### src/rtl/datapath_sequencer.sv
// datapath_sequencer
//   Multi-cycle control FSM for the Mini SRC datapath. It steps each instruction
//   through fetch (T0-T2), decode and execute (T3-T7). On every cycle it drives the
//   datapath register strobes, the bus-source selects, gp_register_select and alu_op.
//   It also runs the memory handshake (mem_read / mem_write / mem_ready).
//   The block holds no datapath state: outputs are decoded from the state register
//   plus the IR fields. mem_ready is used only to finish a wait state (mdr_in and
//   state advance).
// Ports
//   clock, clear         : rising-edge clock, asynchronous active-low reset
//   run                  : start/continue fetching instructions
//   ir                   : IR contents {op[31:27], ra[26:23], rb[22:19], rc[18:15], ...}
//   mem_ready            : memory finishes the pending access this cycle
//   con_ff               : branch condition, sampled in T5 of br
//   pc_*, mar_in, mdr_*, ir_in, y_in, z_in, zlo_out, c_out, gp_out, gp_in : strobes
//   gp_register_select   : GP register index for gp_out / gp_in
//   alu_op               : 0 ADD, 1 SUB, 2 AND, 3 OR (0 whenever z_in is 0)
//   mem_read, mem_write  : memory requests, held until mem_ready
//   halted, fault        : sticky status; the only way out is clear
//   instr_count          : retired instructions, wraps
module datapath_sequencer #(
    parameter int WAIT_LIMIT = 16,
    parameter int CNT_W      = 16
) (
    input  logic             clock,
    input  logic             clear,
    input  logic             run,
    input  logic [31:0]      ir,
    input  logic             mem_ready,
    input  logic             con_ff,
    output logic             pc_out,
    output logic             pc_in,
    output logic             pc_inc,
    output logic             mar_in,
    output logic             mdr_in,
    output logic             mdr_out,
    output logic             ir_in,
    output logic             y_in,
    output logic             z_in,
    output logic             zlo_out,
    output logic             c_out,
    output logic             gp_out,
    output logic             gp_in,
    output logic [3:0]       gp_register_select,
    output logic [3:0]       alu_op,
    output logic             mem_read,
    output logic             mem_write,
    output logic             halted,
    output logic             fault,
    output logic [CNT_W-1:0] instr_count
);

    localparam int WC_W = $clog2(WAIT_LIMIT + 1);

    typedef enum logic [3:0] {
        S_IDLE, S_T0, S_T1, S_T2, S_T3, S_T4, S_T5, S_T6, S_T7, S_HALT, S_FAULT
    } state_t;

    state_t          state, state_next;
    logic [WC_W-1:0] wait_cnt;
    logic            in_wait;
    logic            retire;

    // IR field decode
    logic [4:0] op;
    logic [3:0] ra, rb, rc;
    logic       is_alu, is_addi, is_ld, is_st, is_br, is_halt, is_mem;
    logic       unused_ir;

    assign op        = ir[31:27];
    assign ra        = ir[26:23];
    assign rb        = ir[22:19];
    assign rc        = ir[18:15];
    assign unused_ir = ^ir[14:0];    // immediate goes to the datapath, not the sequencer
    assign is_alu    = (op <= 5'h03);
    assign is_addi   = (op == 5'h04);
    assign is_ld     = (op == 5'h05);
    assign is_st     = (op == 5'h06);
    assign is_br     = (op == 5'h07);
    assign is_halt   = (op == 5'h1F);
    assign is_mem    = is_ld | is_st;

    always_comb begin
        state_next         = state;
        in_wait            = 1'b0;
        retire             = 1'b0;
        pc_out             = 1'b0;
        pc_in              = 1'b0;
        pc_inc             = 1'b0;
        mar_in             = 1'b0;
        mdr_in             = 1'b0;
        mdr_out            = 1'b0;
        ir_in              = 1'b0;
        y_in               = 1'b0;
        z_in               = 1'b0;
        zlo_out            = 1'b0;
        c_out              = 1'b0;
        gp_out             = 1'b0;
        gp_in              = 1'b0;
        gp_register_select = 4'd0;
        alu_op             = 4'd0;
        mem_read           = 1'b0;
        mem_write          = 1'b0;
        halted             = 1'b0;
        fault              = 1'b0;

        case (state)
            S_IDLE: if (run) state_next = S_T0;
            S_T0: begin
                pc_out     = 1'b1;
                mar_in     = 1'b1;
                pc_inc     = 1'b1;
                state_next = S_T1;
            end
            S_T1: begin
                in_wait  = 1'b1;
                mem_read = 1'b1;
                if (mem_ready) begin
                    mdr_in     = 1'b1;
                    state_next = S_T2;
                end
            end
            S_T2: begin
                mdr_out    = 1'b1;
                ir_in      = 1'b1;
                state_next = S_T3;
            end
            S_T3: begin
                if (is_alu || is_addi || is_mem) begin
                    gp_out             = 1'b1;
                    gp_register_select = rb;
                    y_in               = 1'b1;
                    state_next         = S_T4;
                end else if (is_br) begin
                    pc_out     = 1'b1;
                    y_in       = 1'b1;
                    state_next = S_T4;
                end else begin
                    retire = 1'b1;    // nop, unknown and halt all finish here
                end
            end
            S_T4: begin
                z_in = 1'b1;
                if (is_alu) begin
                    gp_out             = 1'b1;
                    gp_register_select = rc;
                    alu_op             = {2'b00, op[1:0]};
                end else begin
                    c_out = 1'b1;    // addi / ld / st / br all add C
                end
                state_next = S_T5;
            end
            S_T5: begin
                zlo_out = 1'b1;
                if (is_mem) begin
                    mar_in     = 1'b1;
                    state_next = S_T6;
                end else if (is_br) begin
                    pc_in  = con_ff;
                    retire = 1'b1;
                end else begin
                    gp_in              = 1'b1;
                    gp_register_select = ra;
                    retire             = 1'b1;
                end
            end
            S_T6: begin
                if (is_ld) begin
                    in_wait  = 1'b1;
                    mem_read = 1'b1;
                    if (mem_ready) begin
                        mdr_in     = 1'b1;
                        state_next = S_T7;
                    end
                end else begin
                    gp_out             = 1'b1;
                    gp_register_select = ra;
                    mdr_in             = 1'b1;
                    state_next         = S_T7;
                end
            end
            S_T7: begin
                if (is_ld) begin
                    mdr_out            = 1'b1;
                    gp_in              = 1'b1;
                    gp_register_select = ra;
                    retire             = 1'b1;
                end else begin
                    in_wait   = 1'b1;
                    mem_write = 1'b1;
                    retire    = mem_ready;
                end
            end
            S_HALT:  halted = 1'b1;
            S_FAULT: fault  = 1'b1;
            default: state_next = S_IDLE;
        endcase

        if (retire)
            state_next = is_halt ? S_HALT : (run ? S_T0 : S_IDLE);

        // The last permitted wait cycle without mem_ready is the one that faults.
        if (in_wait && !mem_ready && (wait_cnt == WC_W'(WAIT_LIMIT - 1)))
            state_next = S_FAULT;
    end

    always_ff @(posedge clock or negedge clear) begin
        if (!clear) begin
            state       <= S_IDLE;
            wait_cnt    <= '0;
            instr_count <= '0;
        end else begin
            state <= state_next;
            // No two wait states are adjacent, so clearing outside them covers every entry.
            if (!in_wait)
                wait_cnt <= '0;
            else if (!mem_ready)
                wait_cnt <= wait_cnt + WC_W'(1);
            if (retire)
                instr_count <= instr_count + CNT_W'(1);
        end
    end

endmodule

### config.mk
export PLATFORM = sky130hd
export DESIGN_NAME = datapath_sequencer
export DESIGN_NICKNAME = d
export VERILOG_FILES = /design/src/rtl/datapath_sequencer.sv
export SDC_FILE = /design/constraint.sdc
export NUM_CORES = 1
export LEC_CHECK = 0
export BUFFER_PORTS_ARGS = -buffer_cell sky130_fd_sc_hd__buf_4
export CAP_MARGIN = 20
export CORE_MARGIN = 2
export CORE_UTILIZATION = 43
export CTS_CLUSTER_SIZE = 12
export DETAILED_ROUTE_END_ITERATION = 12
export GPL_TIMING_DRIVEN = 0
export PLACE_DENSITY = 0.76
export SLEW_MARGIN = 20
export SYNTH_ARGS = -nofsm -noshare
export SYNTH_HDL_FRONTEND = slang
export SYNTH_SLANG_ARGS = --single-unit
### constraint.sdc
create_clock -name clock -period 1.85 [get_ports clock]
set_input_delay 0.37 -clock clock [delete_from_list [all_inputs] [get_ports clock]]
set_output_delay 0.37 -clock clock [all_outputs]
set_load 0.01 [all_outputs]
==> reports/results.ini, run 1 <==
[timing]
final.period_utilization=1.25
setup_tns_ps=-11010
finalSetupViolations=43
max_freq_mhz=432
tightest_slew_ps=747
finalCriticalPeriod_ps=2310
clock_skew_ps=2.24
slew_violations=0
fin_hold_ws_ps=428
finalHoldViolCount=0
rsz0062_at_grt=yes
fin_ws_ps=-463
relSlewSlack=0.501

[setup_path]
worst_r2r_path_depth=9
reg2reg_setup_slack_ps=-430
rr_endpoint=instr_count[14]$_DFFE_PN0P_
crit_required_ps=1480
crit_path_end_kind=output port
cp.arrival_ps=1940
worst-path-max-fanout=5
cp-start-kind=register
reg2reg_from=state[1]$_DFFE_PN0P_
crit_type=reg2out

[cts]
ctsLongestPathBuffers=2
root_buffer=clkbuf_8
numCtsBuffers=3
tritoncts=done
h-tree-depth=1
clkSinkCount=25
insertion_delay_ps=270
cts.reportedPaths.clkPinSlew_ps=80

[synth]
synth-async-reset-ratio=1.00
synth_area_mm2=0.00179
synth-seq-area-share=0.349
synth_ff_type=dfrtp_1
yosysWarnings=0
synthCells=204
synth.avg_cell_area_um2=8.78
synth_edf_count=0
synth_cell_types=53
ys_ff_latch=25

[cells_and_area]
most-common-layout-cells=69 x buf_4, 37 x buf_6, 21 x dfrtp_1
fin_nets=351
layout-drive-gt1-share=0.577
area_growth_pct=80.2
final_common_cell=buf_4
antenna_cells=0
utilization=0.807

[grt]
grt_pass1_vias=1763
antenna_found_initial=0
grt_max_degree=26
overflow=0
grt_usage=0.243
grt_pass1_wl_um=8500

[power_and_ir_drop]
ir_drop_v=0.00117
power_density_mw_per_mm2=1370
p_leak_nw=1.55

[detailed_routing]
drtIter0Drc=249
drt_wl_total_um=7450
postRouteAntennaNets=0
dr.pass1.iters=6
via_per_inst=5.99
vias=2155
post_drt_wl_per_cell_um=20.7
drc=0

[floorplanning]
die_w_um=68.6
coreArea_mm2=0.00400
ioPinCount=78
std_cell_rows=23
start_util=0.448
dieArea_mm2=0.00470
die_h_um=68.6

[run_status]
violations=negative setup slack
outcome=complete, but fails checks

[placed_design]
numPortBuffers=58
pre_cts_ws_ps=-248
hpwlAfterDp_um=3280
gp_congestion=0.853

[min_path]
hold_depth=3
min_to=state[0]$_DFFE_PN0P_
hold_class=in2reg
hp-start=run

[run]
max_cap_violations=0

-- registers in the layout (all words and copies together), names as in the netlist --
signal	count
wait_cnt	5
instr_count	16
state	4
-- metrics by stage --
step	total power, W	instances	cell area, um^2
final	0.00441	360	3230
after global routing	0.00460	360	3230
after CTS	0.00342	339	2810
after detailed placement	0.00242	313	2290
after global placement	0.00240	313	2290
after floorplan	0.00184	205	1800
-- cell type report --
class	instances	area [um^2]
clock inverters	1	5.00
well taps	50	62.6
multi-input cells	158	1440
flip-flops and latches	25	631
clock buffers	3	41.3
inverters	11	43.8
repair buffers	102	913
plain buffers	10	93.8
fillers	221	771
-- power by group --
part | total [W] | switching (W) | internal, W
registers | 0.000869 | 0.000194 | 0.000674
logic | 0.00322 | 0.00160 | 0.00163
clock network | 0.000323 | 0.000172 | 0.000151
total | 0.00441 | 0.00196 | 0.00245
-- critical path, stage by stage (launching register included) --
cell	delay (ps)
dfrtp_2	460
buf_6	140
nand3b_1	130
a2bb2oi_2	180
o22ai_2	120
a222oi_1	370
inv_1	100
buf_4	160
-- how the worst max path moves through the flow --
| stage | startpoint | end | slack, ps |
|---|---|---|---|
| after floorplan | state[3]$_DFFE_PN0P_ | gp_register_select[0] | 90 |
| after global placement | ir[30] | instr_count[1]$_DFFE_PN0P_ | -240 |
| after detailed placement | ir[30] | instr_count[1]$_DFFE_PN0P_ | -250 |
| after CTS | state[1]$_DFFE_PN0P_ | gp_register_select[1] | -280 |
| after global routing | state[1]$_DFFE_PN0P_ | gp_register_select[0] | -620 |
| final | state[2]$_DFFE_PN0P_ | gp_register_select[0] | -460 |
-- kinds of logic (layout without fill, tap and decap cells) --
family | Yosys count | in the layout | share of synthesized area
compound gates | 34 | 34 | 0.138
fa+ha+maj | 3 | 3 | 0.0210
other cells | 1 | 2 | 0.00209
flops | 25 | 25 | 0.349
xor+xnor | 19 | 19 | 0.0929
mux | 2 | 2 | 0.0119
simple gates | 98 | 98 | 0.326
buf+inv | 22 | 127 | 0.0594
-- cells in the mapped netlist, types with 3 or more instances --
library cell   n  area (um^2)
a21oi_1        5         25.0
a222oi_1       4         40.0
and2_1         3         18.8
and3_1         3         18.8
buf_2          4         20.0
buf_4          3         22.5
clkbuf_1       3         11.3
dfrtp_1       25          626
ha_1           3         37.5
inv_1         10         37.5
nand2_1       15         56.3
nand2b_1       7         43.8
nand3_1        5         25.0
nand4_1        5         31.3
nor2_1        24         90.1
nor2b_1        4         25.0
nor3_1         9         45.0
nor4_1         7         43.8
o21ai_0        7         35.0
o21ai_1        3         15.0
xnor2_1        3         26.3
xor2_1        16          140
-- timing repair --
action,4_1_cts,5_1_grt
resized for setup,74,55
hold endpoints to repair,25,0
buffers inserted,20,23
gates cloned,2,0
pin swaps,21,39
hold buffers,1,0
setup endpoints to repair,29,41
-- layer usage --
metal,routed length (um),vias to the layer above,global-route usage,part of all wire
met4,544,0,0.0725,0.073
met3,500,48,0.0406,0.067
met1,2730,1011,0.318,0.37
met2,3670,148,0.410,0.49
met5,0,-,0,0
li1,-,948,-,-
Note: power is estimated with default switching activity, not from simulation.
==> run 2, diff against run 1 <==
GPL_TIMING_DRIVEN = 1   (was 0)
==> reports/results.ini, run 2 (synthesis results as in run 1) <==
[cells_and_area]
utilization=0.849  ; was 0.807
largest_reg_flops=16  ; unchanged
fillers=183  ; was 221
most-common-layout-cells=75 x buf_4, 35 x buf_6, 22 x dfrtp_1  ; was 69 x buf_4, 37 x buf_6, 21 x dfrtp_1
final_common_cell=buf_4  ; unchanged
top_register=instr_count  ; unchanged
layout-drive-gt1-share=0.610  ; was 0.577
top_regs=instr_count (16), wait_cnt (5), state (4)  ; unchanged
fin_nets=356  ; was 351
antenna_cells=0  ; unchanged
final_area_mm2=0.00339  ; was 0.00323 mm^2
area_growth_pct=89.5  ; was 80.2%

[setup_path]
cp.arrival_ps=1960  ; was 1940 ps
rr_endpoint=instr_count[10]$_DFFE_PN0P_  ; was instr_count[14]$_DFFE_PN0P_
worst-path-max-fanout=4  ; was 5
worst_r2r_path_depth=8  ; was 9
crit_required_ps=1480  ; about the same
crit_path_top_delay_cell=a21boi_0  ; was dfrtp_2
crit_path_cell_trace=buf_4 > nor3b_1 > buf_4 > a21boi_0 > o22ai_2 > a222oi_1 > inv_1 > buf_4  ; was buf_6 > nand3b_1 > a2bb2oi_2 > o22ai_2 > a222oi_1 > inv_1 > buf_4
critPathMostFrequentCell=buf_4
crit_type=in2out  ; was reg2out
crit_start=ir[30]  ; was state[2]$_DFFE_PN0P_
reg2reg_from=state[1]$_DFFE_PN0P_  ; unchanged
reg2reg_setup_slack_ps=-280  ; was -430 ps
crit_path_max_incr_delay_ps=360  ; was 460 ps
crit_path_end_kind=output port  ; unchanged
cp-start-kind=primary input  ; was register

[placed_design]
hpwlAfterDp_um=3550  ; was 3280 um
dpl_cell_area_mm2=0.00248  ; was 0.00229 mm^2
gp_congestion=0.894  ; was 0.853
numPortBuffers=60  ; was 58

[cts]
ctsLongestPathBuffers=2  ; unchanged
cts.reportedPaths.clkPinSlew_ps=90  ; was 80 ps
insertion_delay_ps=270  ; about the same
numCtsBuffers=3  ; unchanged
tritoncts=done  ; unchanged
clkSinkCount=25  ; unchanged
root_buffer=clkbuf_8  ; unchanged
h-tree-depth=1  ; unchanged

[run]
max_cap_violations=0  ; unchanged

[run_status]
violations=negative setup slack  ; unchanged
outcome=complete, but fails checks  ; unchanged

[timing]
finalHoldViolCount=0  ; unchanged
slew_violations=0  ; unchanged
finalCriticalPeriod_ps=2330  ; was 2310 ps
setup_tns_ps=-8650  ; was -11010 ps
rsz0062_at_grt=yes  ; unchanged
finalSetupViolations=43  ; unchanged
tightest_slew_ps=689  ; was 747 ps
final.period_utilization=1.26  ; was 1.25
clock_skew_ps=5.65  ; was 2.24 ps
max_freq_mhz=430  ; was 432 MHz
relSlewSlack=0.539  ; was 0.501
fin_ws_ps=-478  ; was -463 ps

[detailed_routing]
postRouteAntennaNets=0  ; unchanged
dr.pass1.iters=5  ; was 6
drt_wl_total_um=7620  ; was 7450 um
vias=2197  ; was 2155
post_drt_wl_per_cell_um=20.9  ; was 20.7 um
drc=0  ; unchanged
drtIter0Drc=159  ; was 249
via_per_inst=6.02  ; was 5.99

[floorplanning]
std_cell_rows=23  ; unchanged
ioPinCount=78  ; unchanged
die_w_um=68.6  ; unchanged
start_util=0.448  ; unchanged
die_h_um=68.6  ; unchanged
dieArea_mm2=0.00470  ; unchanged
coreArea_mm2=0.00400  ; unchanged

[grt]
grt_max_degree=26  ; unchanged
overflow=0  ; unchanged
grt_pass1_wl_um=9930  ; was 8500 um
antenna_found_initial=0  ; unchanged
grt_pass1_vias=2106  ; was 1763
grt_usage=0.284  ; was 0.243

[power_and_ir_drop]
power_density_mw_per_mm2=1330  ; was 1370 mW/mm^2
ir_drop_v=0.00123  ; was 0.00117 V
p_total_w=0.00450  ; was 0.00441 W
p_leak_nw=1.59  ; was 1.55 nW

[min_path]
hp-start=mem_ready  ; was run
min_to=wait_cnt[4]$_DFFE_PN0P_  ; was state[0]$_DFFE_PN0P_
hold_class=in2reg  ; unchanged
hold_depth=3  ; unchanged

-- run 2: cell types whose count changed in the layout (fill, tap and decap cells not counted), sizes merged --
cell	delta
buf	+7
clkinv	-1
clkbuf	-2
clkinvlp	+1
-- run 2: how the worst max path moves through the flow --
stage and endpoint:
3_5_place_dp gp_register_select[1], 3_3_place_gp gp_register_select[1], 2_1_floorplan gp_register_select[0], 6_report gp_register_select[0], 4_1_cts gp_register_select[1], 5_1_grt gp_register_select[1]
-- run 2: critical path, delay by kind of cell --
family	cells	cell delay, ps
AOI/OAI and AO/OA	3	860
buffers and inverters	4	530
and+or+nand+nor	1	200
-- run 2: metrics by stage --
| stage | hold slack [ps] | instances | setup slack [ps] |
|---|---|---|---|
| after floorplan | 74.4 | 205 | 85.2 |
| after global placement | 287 | 334 | -120 |
| after detailed placement | 292 | 334 | -143 |
| after CTS | 427 | 358 | -238 |
| after global routing | 470 | 365 | -490 |
| final | 466 | 365 | -478 |
-- run 2: report_power, final --
| group | switching, W | internal, W | leakage, nW |
|---|---|---|---|
| clock network | 0.000183 | 0.000153 | 0.0217 |
| logic | 0.00164 | 0.00164 | 1.27 |
| registers | 0.000205 | 0.000673 | 0.295 |
-- run 2: layout make-up --
type | count | area (um^2) | area share
Clock buffer | 3 | 41.3 | 0.0122
Multi-Input combinational cell | 158 | 1530 | 0.449
Timing Repair Buffer | 117 | 1080 | 0.320
Sequential cell | 25 | 629 | 0.185
Clock inverter | 1 | 7.51 | 0.00221
Tap cell | 50 | 62.6 | 0.0184
Inverter | 11 | 43.8 | 0.0129
-- run 2: per-layer routing --
| metal | vias to the layer above | wire length, um | track usage |
|---|---|---|---|
| met2 | 130 | 4050 | 0.506 |
| li1 | 950 | - | - |
| met4 | 0 | 422 | 0.138 |
| met5 | - | 0 | 0 |
| met1 | 1072 | 2720 | 0.327 |
| met3 | 45 | 431 | 0.0471 |
-- run 2: timing repair --
action,CTS,global route
resized for setup,81,58
endpoints found under the setup margin,25,47
cloned,1,0
pin swaps,27,31
hold buffers,1,0
endpoints found under the hold margin,15,0
setup buffers,20,10
==> run 3, diff against run 2 <==
SETUP_SLACK_MARGIN = 0.02   (was unset)
==> reports/results.ini, run 3 (synthesis results as in run 1) <==
[cells_and_area]
top_regs=instr_count (16), wait_cnt (5), state (4)  ; unchanged
layout-drive-gt1-share=0.609  ; was 0.610
fin_nets=363  ; was 356
final_common_cell=buf_4  ; unchanged
antenna_cells=0  ; unchanged
area_growth_pct=94.6  ; was 89.5%
top_register=instr_count  ; unchanged
fillers=173  ; was 183
largest_reg_flops=16  ; unchanged
final_area_mm2=0.00349  ; was 0.00339 mm^2
most-common-layout-cells=70 x buf_4, 46 x buf_6, 22 x dfrtp_1  ; was 75 x buf_4, 35 x buf_6, 22 x dfrtp_1

[detailed_routing]
drc=0  ; unchanged
drt_wl_total_um=8000  ; was 7620 um
vias=2218  ; was 2197
dr.pass1.iters=4  ; was 5
postRouteAntennaNets=0  ; unchanged
post_drt_wl_per_cell_um=21.5  ; was 20.9 um
drtIter0Drc=209  ; was 159
via_per_inst=5.96  ; was 6.02

[run_status]
violations=negative setup slack  ; unchanged
outcome=complete, but fails checks  ; unchanged

[timing]
max_freq_mhz=427  ; was 430 MHz
relSlewSlack=0.537  ; was 0.539
fin_ws_ps=-494  ; was -478 ps
rsz0062_at_grt=yes  ; unchanged
final.period_utilization=1.27  ; was 1.26
finalHoldViolCount=0  ; unchanged
finalCriticalPeriod_ps=2340  ; was 2330 ps
tightest_slew_ps=693  ; was 689 ps
clock_skew_ps=11.6  ; was 5.65 ps
slew_violations=0  ; unchanged
finalSetupViolations=40  ; was 43

[power_and_ir_drop]
p_leak_nw=1.64  ; was 1.59 nW
power_density_mw_per_mm2=1330  ; about the same
ir_drop_v=0.00116  ; was 0.00123 V
p_total_w=0.00465  ; was 0.00450 W

[floorplanning]
die_h_um=68.6  ; unchanged
std_cell_rows=23  ; unchanged
coreArea_mm2=0.00400  ; unchanged
die_w_um=68.6  ; unchanged
start_util=0.448  ; unchanged
ioPinCount=78  ; unchanged
dieArea_mm2=0.00470  ; unchanged

[grt]
grt_usage=0.282  ; was 0.284
grt_pass1_vias=1976  ; was 2106
grt_pass1_wl_um=9760  ; was 9930 um
overflow=0  ; unchanged
grt_max_degree=26  ; unchanged
antenna_found_initial=0  ; unchanged

[cts]
root_buffer=clkbuf_8  ; unchanged
cts.reportedPaths.clkPinSlew_ps=90  ; about the same
h-tree-depth=1  ; unchanged
clkSinkCount=25  ; unchanged
tritoncts=done  ; unchanged
insertion_delay_ps=270  ; about the same
ctsLongestPathBuffers=2  ; unchanged
numCtsBuffers=3  ; unchanged

[placed_design]
pre_cts_ws_ps=-143  ; unchanged
numPortBuffers=60  ; unchanged
dpl_cell_area_mm2=0.00248  ; unchanged
gp_congestion=0.894  ; unchanged
hpwlAfterDp_um=3550  ; unchanged

[setup_path]
worst_r2r_path_depth=8  ; unchanged
crit_type=in2out  ; unchanged
critPathBufInv=4  ; unchanged
reg2reg_setup_slack_ps=-320  ; was -280 ps
critical_path.top_delay_family=compound AO/OA/AOI/OAI gates  ; unchanged
crit_path_max_incr_delay_ps=340  ; was 360 ps
worst-path-max-fanout=4  ; unchanged
crit_path_top_delay_cell=a222oi_1  ; was a21boi_0
reg2reg_from=state[1]$_DFFE_PN0P_  ; unchanged
cp.arrival_ps=1970  ; was 1960 ps
cp-start-kind=primary input  ; unchanged
crit_end=gp_register_select[0]  ; unchanged
crit_path_end_kind=output port  ; unchanged
crit_start=ir[30]  ; unchanged
crit_required_ps=1480  ; about the same
cp.depth=8  ; unchanged
rr_endpoint=instr_count[10]$_DFFE_PN0P_  ; unchanged
critPathMostFrequentCell=buf_4  ; unchanged
crit_path_cell_trace=buf_4 > nor3b_1 > buf_4 > a21boi_0 > o22ai_2 > a222oi_1 > inv_1 > buf_6  ; was buf_4 > nor3b_1 > buf_4 > a21boi_0 > o22ai_2 > a222oi_1 > inv_1 > buf_4

[run]
max_cap_violations=0  ; unchanged

[min_path]
hold_class=in2reg  ; unchanged

-- run 3: metrics by stage --
stage	util	instances	TNS, ps	hold slack (ps)
floorplan	-	205	0	74.4
global placement	0.620	334	-1440	287
detailed placement	0.620	334	-1690	292
CTS	0.772	358	-3050	428
global route	0.872	372	-9920	403
finish	0.872	372	-7400	422
-- run 3: worst min-delay path by stage --
stage,startpoint,endpoint,cells past startpoint
4_1_cts,run,state[0]$_DFFE_PN0P_,3
3_5_place_dp,clear,instr_count[11]$_DFFE_PN0P_,1
5_1_grt,run,state[0]$_DFFE_PN0P_,3
2_1_floorplan,clear,instr_count[0]$_DFFE_PN0P_,0
6_report,run,state[0]$_DFFE_PN0P_,3
3_3_place_gp,clear,instr_count[11]$_DFFE_PN0P_,1
-- run 3: timing repair --
item,4_1_cts,5_1_grt
pin swaps,30,35
cloned,1,0
hold buffers,1,0
resized for setup,84,67
setup buffers,20,26
endpoints found under the setup margin,26,48
hold endpoints to repair,15,0
-- run 3: layout make-up --
cell class,count,area [um^2],share of cell area
multi-input combinational,158,1520,0.435
timing repair buffer,124,1190,0.340
sequential,25,629,0.180
tap,50,62.6,0.0179
inverter,11,43.8,0.0126
clock buffer,3,41.3,0.0118
clock inverter,1,7.51,0.00215
-- run 3: routing by layer --
metal  track usage  part of all wire
met3        0.0422             0.056
met2         0.507              0.51
met5             0                 0
met4         0.120             0.057
met1         0.332              0.38
-- run 3: power by group --
part | switching [W] | internal [W] | leakage (nW)
sequential | 0.000218 | 0.000672 | 0.295
combinational | 0.00168 | 0.00176 | 1.33
clock | 0.000172 | 0.000152 | 0.0217
total | 0.00207 | 0.00258 | 1.64
-- run 3: tightest hold or removal path: cells and delay by family --
kind	cells	cell delay, ps
AND/OR/NAND/NOR	1	40
AO/OA/AOI/OAI	1	130
buffers and inverters	1	100
